<file path="config.mk">
export PLATFORM = sky130hd
export DESIGN_NAME = ltl_symbol_streamer
export DESIGN_NICKNAME = d
export VERILOG_FILES = /design/src/rtl/ltl_symbol_streamer.sv
export SDC_FILE = /design/constraint.sdc
export NUM_CORES = 1
export LEC_CHECK = 0
export ABC_AREA = 1
export BUFFER_PORTS_ARGS = -buffer_cell sky130_fd_sc_hd__buf_2
export CAP_MARGIN = 40
export CORE_MARGIN = 2
export CORE_UTILIZATION = 30
export DETAILED_ROUTE_END_ITERATION = 6
export GPL_TIMING_DRIVEN = 0
export HOLD_SLACK_MARGIN = 0.03
export PLACE_DENSITY = 0.56
export SYNTH_ARGS = -nofsm -noshare
export SYNTH_HDL_FRONTEND = slang
export SYNTH_SLANG_ARGS = --single-unit
</file>
<file path="constraint.sdc">
create_clock -name clk -period 3 [get_ports clk]
set_clock_uncertainty 0.1 [all_clocks]
set_input_delay 0.3 -clock clk [delete_from_list [all_inputs] [get_ports clk]]
set_output_delay 0.3 -clock clk [all_outputs]
set_load 0.05 [all_outputs]
</file>
<file path="src/rtl/ltl_symbol_streamer.sv">
// ltl_symbol_streamer
//   Streams encoded proposition words from a producer into a set of automata
//   monitors. A new trace is framed by frame_start. The block holds the
//   monitors in reset for RESET_CYCLES cycles, then forwards buffered words
//   one per cycle as symbols. On frame_end it drains the FIFO and returns to
//   IDLE.
//
// Ports
//   clk           clock
//   reset         synchronous, active-high reset
//   frame_start   one-cycle request to begin a new trace (aborts any frame in progress)
//   frame_end     one-cycle request to end the trace after draining
//   prop_valid    producer offers prop_bits
//   prop_bits     8-bit encoded proposition word
//   prop_ready    word is accepted this cycle (STREAM and FIFO not full)
//   mon_reset     reset to the monitors
//   mon_run       symbol strobe to the monitors
//   mon_symbol    symbol to the monitors (holds its value while mon_run is low)
//   busy          high whenever the block is not IDLE
//   drop_count    words refused in STREAM because the FIFO was full (saturating)
//   symbol_count  symbols issued in the current frame (wrapping)
module ltl_symbol_streamer #(
  parameter int DEPTH        = 8,
  parameter int RESET_CYCLES = 2
) (
  input  logic        clk,
  input  logic        reset,
  input  logic        frame_start,
  input  logic        frame_end,
  input  logic        prop_valid,
  input  logic [7:0]  prop_bits,
  output logic        prop_ready,
  output logic        mon_reset,
  output logic        mon_run,
  output logic [7:0]  mon_symbol,
  output logic        busy,
  output logic [15:0] drop_count,
  output logic [31:0] symbol_count
);

  localparam int AW = $clog2(DEPTH);
  localparam int CW = $clog2(RESET_CYCLES) + 1;

  localparam logic [1:0] ST_IDLE   = 2'd0;
  localparam logic [1:0] ST_FLUSH  = 2'd1;
  localparam logic [1:0] ST_STREAM = 2'd2;
  localparam logic [1:0] ST_DRAIN  = 2'd3;

  logic [1:0]    state_reg, state_next;
  logic [CW-1:0] flush_cnt_reg;
  logic [7:0]    mem [DEPTH];
  logic [AW-1:0] wr_ptr_reg, rd_ptr_reg;
  logic [AW:0]   count_reg;
  logic          mon_reset_reg, mon_run_reg;
  logic [7:0]    mon_symbol_reg;
  logic [15:0]   drop_count_reg;
  logic [31:0]   symbol_count_reg;

  logic full, empty, flush, push, pop, drop;

  assign full  = (count_reg == (AW+1)'(DEPTH));
  assign empty = (count_reg == '0);

  // frame_start in any non-reset cycle discards the FIFO and starts a new
  // reset window; it also suppresses the pop/push of that cycle so nothing
  // from the aborted frame reaches the monitors.
  assign flush = frame_start;
  assign prop_ready = (state_reg == ST_STREAM) && !full;
  assign push = prop_valid && prop_ready && !flush;
  assign pop  = ((state_reg == ST_STREAM) || (state_reg == ST_DRAIN)) && !empty && !flush;
  assign drop = (state_reg == ST_STREAM) && prop_valid && !prop_ready;

  always_comb begin
    state_next = state_reg;
    if (frame_start) begin
      state_next = ST_FLUSH;
    end else begin
      case (state_reg)
        ST_FLUSH:  if (flush_cnt_reg == CW'(RESET_CYCLES - 1)) state_next = ST_STREAM;
        ST_STREAM: if (frame_end) state_next = ST_DRAIN;
        // No pushes in DRAIN: with at most one entry left it is popped now,
        // so IDLE follows the last pop (or immediately when already empty).
        ST_DRAIN:  if (count_reg <= (AW+1)'(1)) state_next = ST_IDLE;
        default:   state_next = ST_IDLE;
      endcase
    end
  end

  // FIFO storage: no reset so it maps onto plain RAM.
  always_ff @(posedge clk) begin
    if (push) mem[wr_ptr_reg] <= prop_bits;
  end

  always_ff @(posedge clk) begin
    if (reset) begin
      state_reg        <= ST_IDLE;
      flush_cnt_reg    <= '0;
      wr_ptr_reg       <= '0;
      rd_ptr_reg       <= '0;
      count_reg        <= '0;
      mon_reset_reg    <= 1'b1;
      mon_run_reg      <= 1'b0;
      mon_symbol_reg   <= 8'h00;
      drop_count_reg   <= '0;
      symbol_count_reg <= '0;
    end else begin
      state_reg     <= state_next;
      mon_reset_reg <= (state_next == ST_FLUSH);
      mon_run_reg   <= pop;
      if (pop) mon_symbol_reg <= mem[rd_ptr_reg];

      if (flush || (state_reg != ST_FLUSH)) flush_cnt_reg <= '0;
      else                                  flush_cnt_reg <= flush_cnt_reg + CW'(1);

      if (flush) begin
        wr_ptr_reg       <= '0;
        rd_ptr_reg       <= '0;
        count_reg        <= '0;
        drop_count_reg   <= '0;
        symbol_count_reg <= '0;
      end else begin
        if (push) wr_ptr_reg <= wr_ptr_reg + AW'(1);
        if (pop)  rd_ptr_reg <= rd_ptr_reg + AW'(1);
        case ({push, pop})
          2'b10:   count_reg <= count_reg + (AW+1)'(1);
          2'b01:   count_reg <= count_reg - (AW+1)'(1);
          default: count_reg <= count_reg;
        endcase
        if (drop && (drop_count_reg != 16'hFFFF)) drop_count_reg <= drop_count_reg + 16'd1;
        if (mon_run_reg) symbol_count_reg <= symbol_count_reg + 32'd1;
      end
    end
  end

  assign mon_reset    = mon_reset_reg;
  assign mon_run      = mon_run_reg;
  assign mon_symbol   = mon_symbol_reg;
  assign busy         = (state_reg != ST_IDLE);
  assign drop_count   = drop_count_reg;
  assign symbol_count = symbol_count_reg;

endmodule

</file>
==> results of run 1 <==
layer usage:
| layer | track usage [%] | up-vias | wire (um) |
|---|---|---|---|
| met2 | 23.96 | 118 | 7274 |
| met3 | 3.639 | 18 | 687 |
| met1 | 19.58 | 2417 | 7630 |
| met5 | 0 | - | 0 |
| li1 | - | 2702 | - |
| met4 | 4.905 | 0 | 221 |
Yosys cell counts (2+ instances only):
cell type	instances	area share, %
and3_1	2	0.20
nor3_1	16	1.3
nand2_1	135	8.0
dfxtp_1	72	23
nand3_2	5	0.79
inv_2	4	0.24
xnor2_1	3	0.42
nand3_1	52	4.1
ha_1	9	1.8
a21oi_1	40	3.2
nand2_4	2	0.36
o21a_1	2	0.24
inv_1	72	4.3
xor2_1	5	0.69
nor2_4	4	0.71
buf_2	5	0.40
nand4_1	15	1.5
nor3b_1	2	0.24
nor2_1	147	8.7
o21ai_0	56	4.4
nand2_2	13	1.3
clkbuf_1	13	0.77
a21oi_2	10	1.4
edfxtp_1	64	30
per-stage QoR:
stage / setup slack, ns / power, mW / utilization (%) / instances / instance area [um^2]
after floorplan: 0.7663 / 2.016 / - / 761 / 6330
after global placement: -0.008483 / 2.052 / 33.67 / 1108 / 7034
after detailed placement: 0.3604 / 2.053 / 33.82 / 1113 / 7064
after CTS: 0.3433 / 4.006 / 36.50 / 1146 / 7625
after global routing: 0.1888 / 4.081 / 36.50 / 1146 / 7625
final: 0.3564 / 3.969 / 36.50 / 1146 / 7625
critical path, stage by stage, from the launching register on:
cell     delay [ns]
dfxtp_1        0.38
inv_1          0.11
ha_1           0.26
nand3_2        0.17
nand3_2        0.17
nor2_1         0.12
inv_1          0.08
nor3_1         0.69
buf_2          0.28
cell type report:
cell class | instances | area, um^2 | area share, %
inverters | 77 | 289.0 | 3.791
repair buffers | 78 | 395.4 | 5.185
flip-flops and latches | 136 | 3363 | 44.11
clock inverters | 12 | 103.9 | 1.362
clock buffers | 20 | 446.7 | 5.858
multi-input cells | 526 | 2566 | 33.66
well taps | 275 | 344.1 | 4.513
plain buffers | 22 | 116.4 | 1.526
power by group:
| part | switching [mW] | total [mW] | internal (mW) |
|---|---|---|---|
| combinational | 0.0525 | 0.0689 | 0.0163 |
| sequential | 0.00160 | 1.94 | 1.94 |
| clock | 0.801 | 1.96 | 1.16 |
| total | 0.856 | 3.97 | 3.11 |
worst paths after layout:
check / to / slack, ns
setup reg to reg: mem[7][0] / 0.36
hold reg to reg: flush_cnt_reg[0] / 0.32
hold / removal: mem[1][6] / 0.07
setup / recovery: mem[7][0] / 0.36
cell families after synthesis:
family          share of synthesized area [%]
compound gates                          9.784
flops                                   53.13
simple gates                            27.79
xor+xnor                                1.107
buf+inv                                 6.404
fa+ha+maj                               1.779
timing repair:
action | 4_1_cts | 5_1_grt
hold buffers | 1 | 0
hold endpoints to repair | 1 | 0
setup endpoints to repair | 0 | 0
==> results.py, run 1 <==
metrics = {
    "status": {
        "status": "complete, no violations",
    },
    "grt": {
        "grt_use_total_pct": 14.86,
        "grt_overflow": 0,
        "grt_antenna_before_repair": 0,
        "grt_pass1_wl_mm": 25.52,
        "grt_max_degree": 17,
        "grt_pass1_vias": 4944,
    },
    "floorplan": {
        "initial_core_util_pct": 30.30,
        "die_width_um": 149.3,
        "core_area_um2": 20890,
        "placementRows": 53,
        "die_y_um": 149.3,
        "num_io_pins": 73,
        "dieArea_um2": 22280,
    },
    "pwr": {
        "powerDensity_nw_per_um2": 520.6,
        "leakage_nw": 2.932,
        "irDropWorstVdd_v": 0.0003511,
    },
    "hold_path": {
        "worst_hold_startpoint": "prop_bits[6]",
        "holdPathStages": 1,
        "hold_path_class": "input pin to flop",
    },
    "detailed_routing": {
        "viasPerCell": 4.586,
        "route.detailed.drc": 0,
        "ant_nets": 0,
        "num_vias": 5255,
        "drt_iter0_drc": 340,
        "dr.pass1.iters": 4,
        "wl_mm": 15.81,
        "avgRoutedWirePerCell_um": 13.80,
    },
    "clock_tree": {
        "cts_tree": "done",
        "root_buffer": "clkbuf_16",
        "clk-insertion-delay-late_ns": 0.43,
        "clk_path_buf_depth": 2,
        "cts_setup_buffers": 0,
        "htree_levels": 4,
        "cts-resized-gates": 0,
        "cts_buffers": 17,
        "cts.sinks": 136,
        "clk_pin_slew_ns": 0.06,
    },
    "worst_setup_path": {
        "worstPathArrival_ns": 2.67,
        "startpoint_type": "flop",
        "worst-setup-path-type": "flop to flop",
        "critPathLaunch": "count_reg[0]",
        "worst_ep_required_time_ns": 3.03,
        "rr_startpoint": "count_reg[0]",
        "critPathCaptureType": "flop",
        "reg2reg_depth": 8,
        "critPathMaxFanout": 6,
    },
    "cells_and_area": {
        "num_antenna_cells": 0,
        "final_common_cell": "nor2_1",
        "final_nets": 880,
        "areaGrowthSynthToFinish_pct": 20.46,
        "final_cell_mix": "nor2_1, nand2_1, buf_2",
        "largest_register_ffs": 64,
        "final_layout_size_suffix_gt1_share_pct": 17.91,
        "fillCellCount": 2196,
    },
    "synth": {
        "syn_avg_cell_area_um2": 8.318,
        "async_flop_share_pct": 0,
        "synth_warnings": 0,
        "ys.flop_type": "dfxtp_1",
        "ys_ff_latch": 136,
        "synth_edf_count": 64,
        "netlist_instances": 761,
        "synth.net_count": 783,
        "ys_types": 37,
        "synth-seq-area-share_pct": 53.13,
        "netlist_area_um2": 6330,
    },
    "sta": {
        "hold_viol_final": 0,
        "slew_headroom_pct": 40.22,
        "slew_viol_final": 0,
        "setup_violations": 0,
        "worst_pin_slew_ns": 0.8898,
        "finalCriticalPeriod_ns": 2.644,
        "grt_setup_unrepaired": "false",
        "finalSetupTns_ns": 0,
        "fmax_ghz": 0.3783,
        "post-route-period-util_pct": 88.12,
        "fin_hold_ws_ns": 0.06835,
    },
    "placement": {
        "place_hpwl_mm": 11.34,
        "routabilityCongestion": 0.8475,
        "placement.io_buffers": 72,
    },
    "job": {
        "cap_violations": 0,
    },
}
Note: power is estimated with default switching activity, not from simulation.
==> inputs of run 2 (changes only) <==
CORE_ASPECT_RATIO = 0.8   (was unset)
==> run 2 against run 1 <==
Against the previous run:
- flip-flop and latch count unchanged
- cell area is 0.18% higher
- total power increased by 0.79%
- register-to-register slack worse by 0.04 ns
- largest cell class unchanged
- critical path depth is the same
- core utilization is 0.40 points higher
- first-iteration DRC count down 1.5%
- clock-buffer cell count down 2
- hold slack worse by 0.016 ns
- non-clock buffer count rose by 2
- die area barely moved
- highest routed layer unchanged
==> results.py, run 2 (synthesized netlist as in run 1, its figures left out) <==
metrics = {
    "worst_setup_path": {
        "crit_path_max_incr_delay_ns": 0.58,
        "worst-setup-path-type": "flop to flop",
        "rrSetupSlack_ns": 0.31,
        "startpoint_type": "flop",
        "rr_startpoint": "count_reg[0]",
        "worst_ep_required_time_ns": 3.01,
        "reg2reg_depth": 8,
        "critPathCaptureType": "flop",
        "critPathMaxFanout": 6,
        "r2r_end": "mem[2][4]",
        "worstPathArrival_ns": 2.70,
        "crit_slowest_cell": "nor3_1",
        "crit_path_cell_trace": "inv_1, ha_1, nand3_2, nand3_2, inv_1, nand2_1, nor3_1, buf_2",
    },
    "cells_and_area": {
        "final_nets": 882,
        "largest_register_ffs": 64,
        "fillCellCount": 2142,
        "fin_cells": 1141,
        "final_layout_size_suffix_gt1_share_pct": 18.35,
        "seq_area_um2": 3363,
        "final_common_cell": "nor2_1",
        "num_antenna_cells": 0,
        "multi_input_area_um2": 2566,
        "areaGrowthSynthToFinish_pct": 20.68,
        "final_cell_mix": "nor2_1, nand2_1, buf_2",
    },
    "hold_path": {
        "worst_hold_startpoint": "reset",
        "holdPathStages": 4,
        "holdPathEnd": "state_reg[0]",
        "hold_path_class": "input pin to flop",
    },
    "clock_tree": {
        "cts_tree": "done",
        "htree_levels": 4,
        "root_buffer": "clkbuf_16",
        "cts_setup_buffers": 0,
        "cts_buffers": 17,
        "cts-resized-gates": 0,
        "cts_hold_repair.buffers": 0,
        "clk-insertion-delay-late_ns": 0.42,
        "cts.sinks": 136,
        "clk_path_buf_depth": 2,
        "clk_pin_slew_ns": 0.06,
    },
    "pwr": {
        "irDropWorstVdd_v": 0.0002136,
        "leakage_nw": 2.952,
        "powerDensity_nw_per_um2": 523.8,
    },
    "detailed_routing": {
        "route.detailed.drc": 0,
        "viasPerCell": 4.606,
        "ant_nets": 0,
        "dr.pass1.iters": 5,
        "wl_mm": 16.48,
        "num_vias": 5255,
        "avgRoutedWirePerCell_um": 14.45,
        "drt_iter0_drc": 335,
    },
    "grt": {
        "grt_pass1_wl_mm": 25.96,
        "grt_max_degree": 17,
        "grt_use_total_pct": 14.98,
        "grt_overflow": 0,
        "grt_antenna_before_repair": 0,
        "grt_pass1_vias": 4635,
    },
    "sta": {
        "slew_headroom_pct": 40.61,
        "hold_viol_final": 0,
        "grt_setup_unrepaired": "false",
        "worst_pin_slew_ns": 0.8860,
        "slew_viol_final": 0,
        "finalSetupTns_ns": 0,
        "post-route-period-util_pct": 89.52,
        "setup_violations": 0,
        "fmax_ghz": 0.3723,
        "finalCriticalPeriod_ns": 2.686,
    },
    "placement": {
        "placement.io_buffers": 72,
        "place_hpwl_mm": 11.88,
        "dpl.cell_count": 1110,
        "routabilityCongestion": 0.8036,
    },
    "floorplan": {
        "die_y_um": 133.9,
        "initial_core_util_pct": 30.58,
        "die_width_um": 166.4,
        "num_io_pins": 73,
        "placementRows": 47,
        "dieArea_um2": 22280,
        "core_area_um2": 20700,
    },
    "job": {
        "cap_violations": 0,
    },
    "status": {
        "status": "complete, no violations",
    },
}
==> run 2: cell types whose count changed in the layout (fill, tap and decap cells not counted), moves of 2 or more <==
cell	before	now
buf_2	82	80
clkinv_4	1	4
buf_4	1	5
clkinvlp_4	5	2
inv_6	1	3
==> run 2: layer usage <==
layer	GRT usage, %	wire [um]
met1	22.90	8592
met2	20.75	6812
met3	3.718	918
met4	4.167	159
met5	0	0
==> run 2: worst max-delay path: cells and delay by family, from the launching register on <==
family                     cells  cell delay (ns)
adders and majority gates      1             0.26
buffers and inverters          3             0.56
DFF                            1             0.39
and+or+nand+nor                4             1.07
==> run 2: layout make-up <==
type,count,share of cell area [%]
timing repair buffer,80,5.455
multi-input combinational,526,33.60
clock inverter,13,1.589
sequential,136,44.03
tap,269,4.406
buffer,22,1.523
clock buffer,18,5.618
inverter,77,3.784
==> run 2: worst max path at each step <==
| stage | start | end |
|---|---|---|
| after global routing | count_reg[0] | mem[2][4] |
| final | count_reg[0] | mem[2][4] |
| after floorplan | count_reg[0] | mem[2][0] |
| after detailed placement | count_reg[0] | mem[6][5] |
| after CTS | count_reg[0] | mem[6][2] |
| after global placement | count_reg[0] | mem[2][5] |
==> run 2: through the flow <==
| stage | util (%) | area, um^2 | power (mW) | setup WS, ns | hold WS [ns] |
|---|---|---|---|---|---|
| 2_1_floorplan | - | 6330 | 2.016 | 0.7663 | 0.2974 |
| 3_3_place_gp | 33.95 | 7027 | 2.052 | 0.004467 | 0.3126 |
| 3_5_place_dp | 34.24 | 7088 | 2.055 | 0.3443 | 0.3117 |
| 4_1_cts | 36.90 | 7639 | 4.051 | 0.3290 | 0.03049 |
| 5_1_grt | 36.90 | 7639 | 4.125 | 0.1361 | 0.05706 |
| 6_report | 36.90 | 7639 | 4.001 | 0.3143 | 0.05243 |
==> run 2: power breakdown <==
| part | total, mW | switching (mW) | internal, mW |
|---|---|---|---|
| logic | 0.0697 | 0.0529 | 0.0168 |
| clock network | 1.99 | 0.846 | 1.14 |
| registers | 1.94 | 0.00156 | 1.94 |
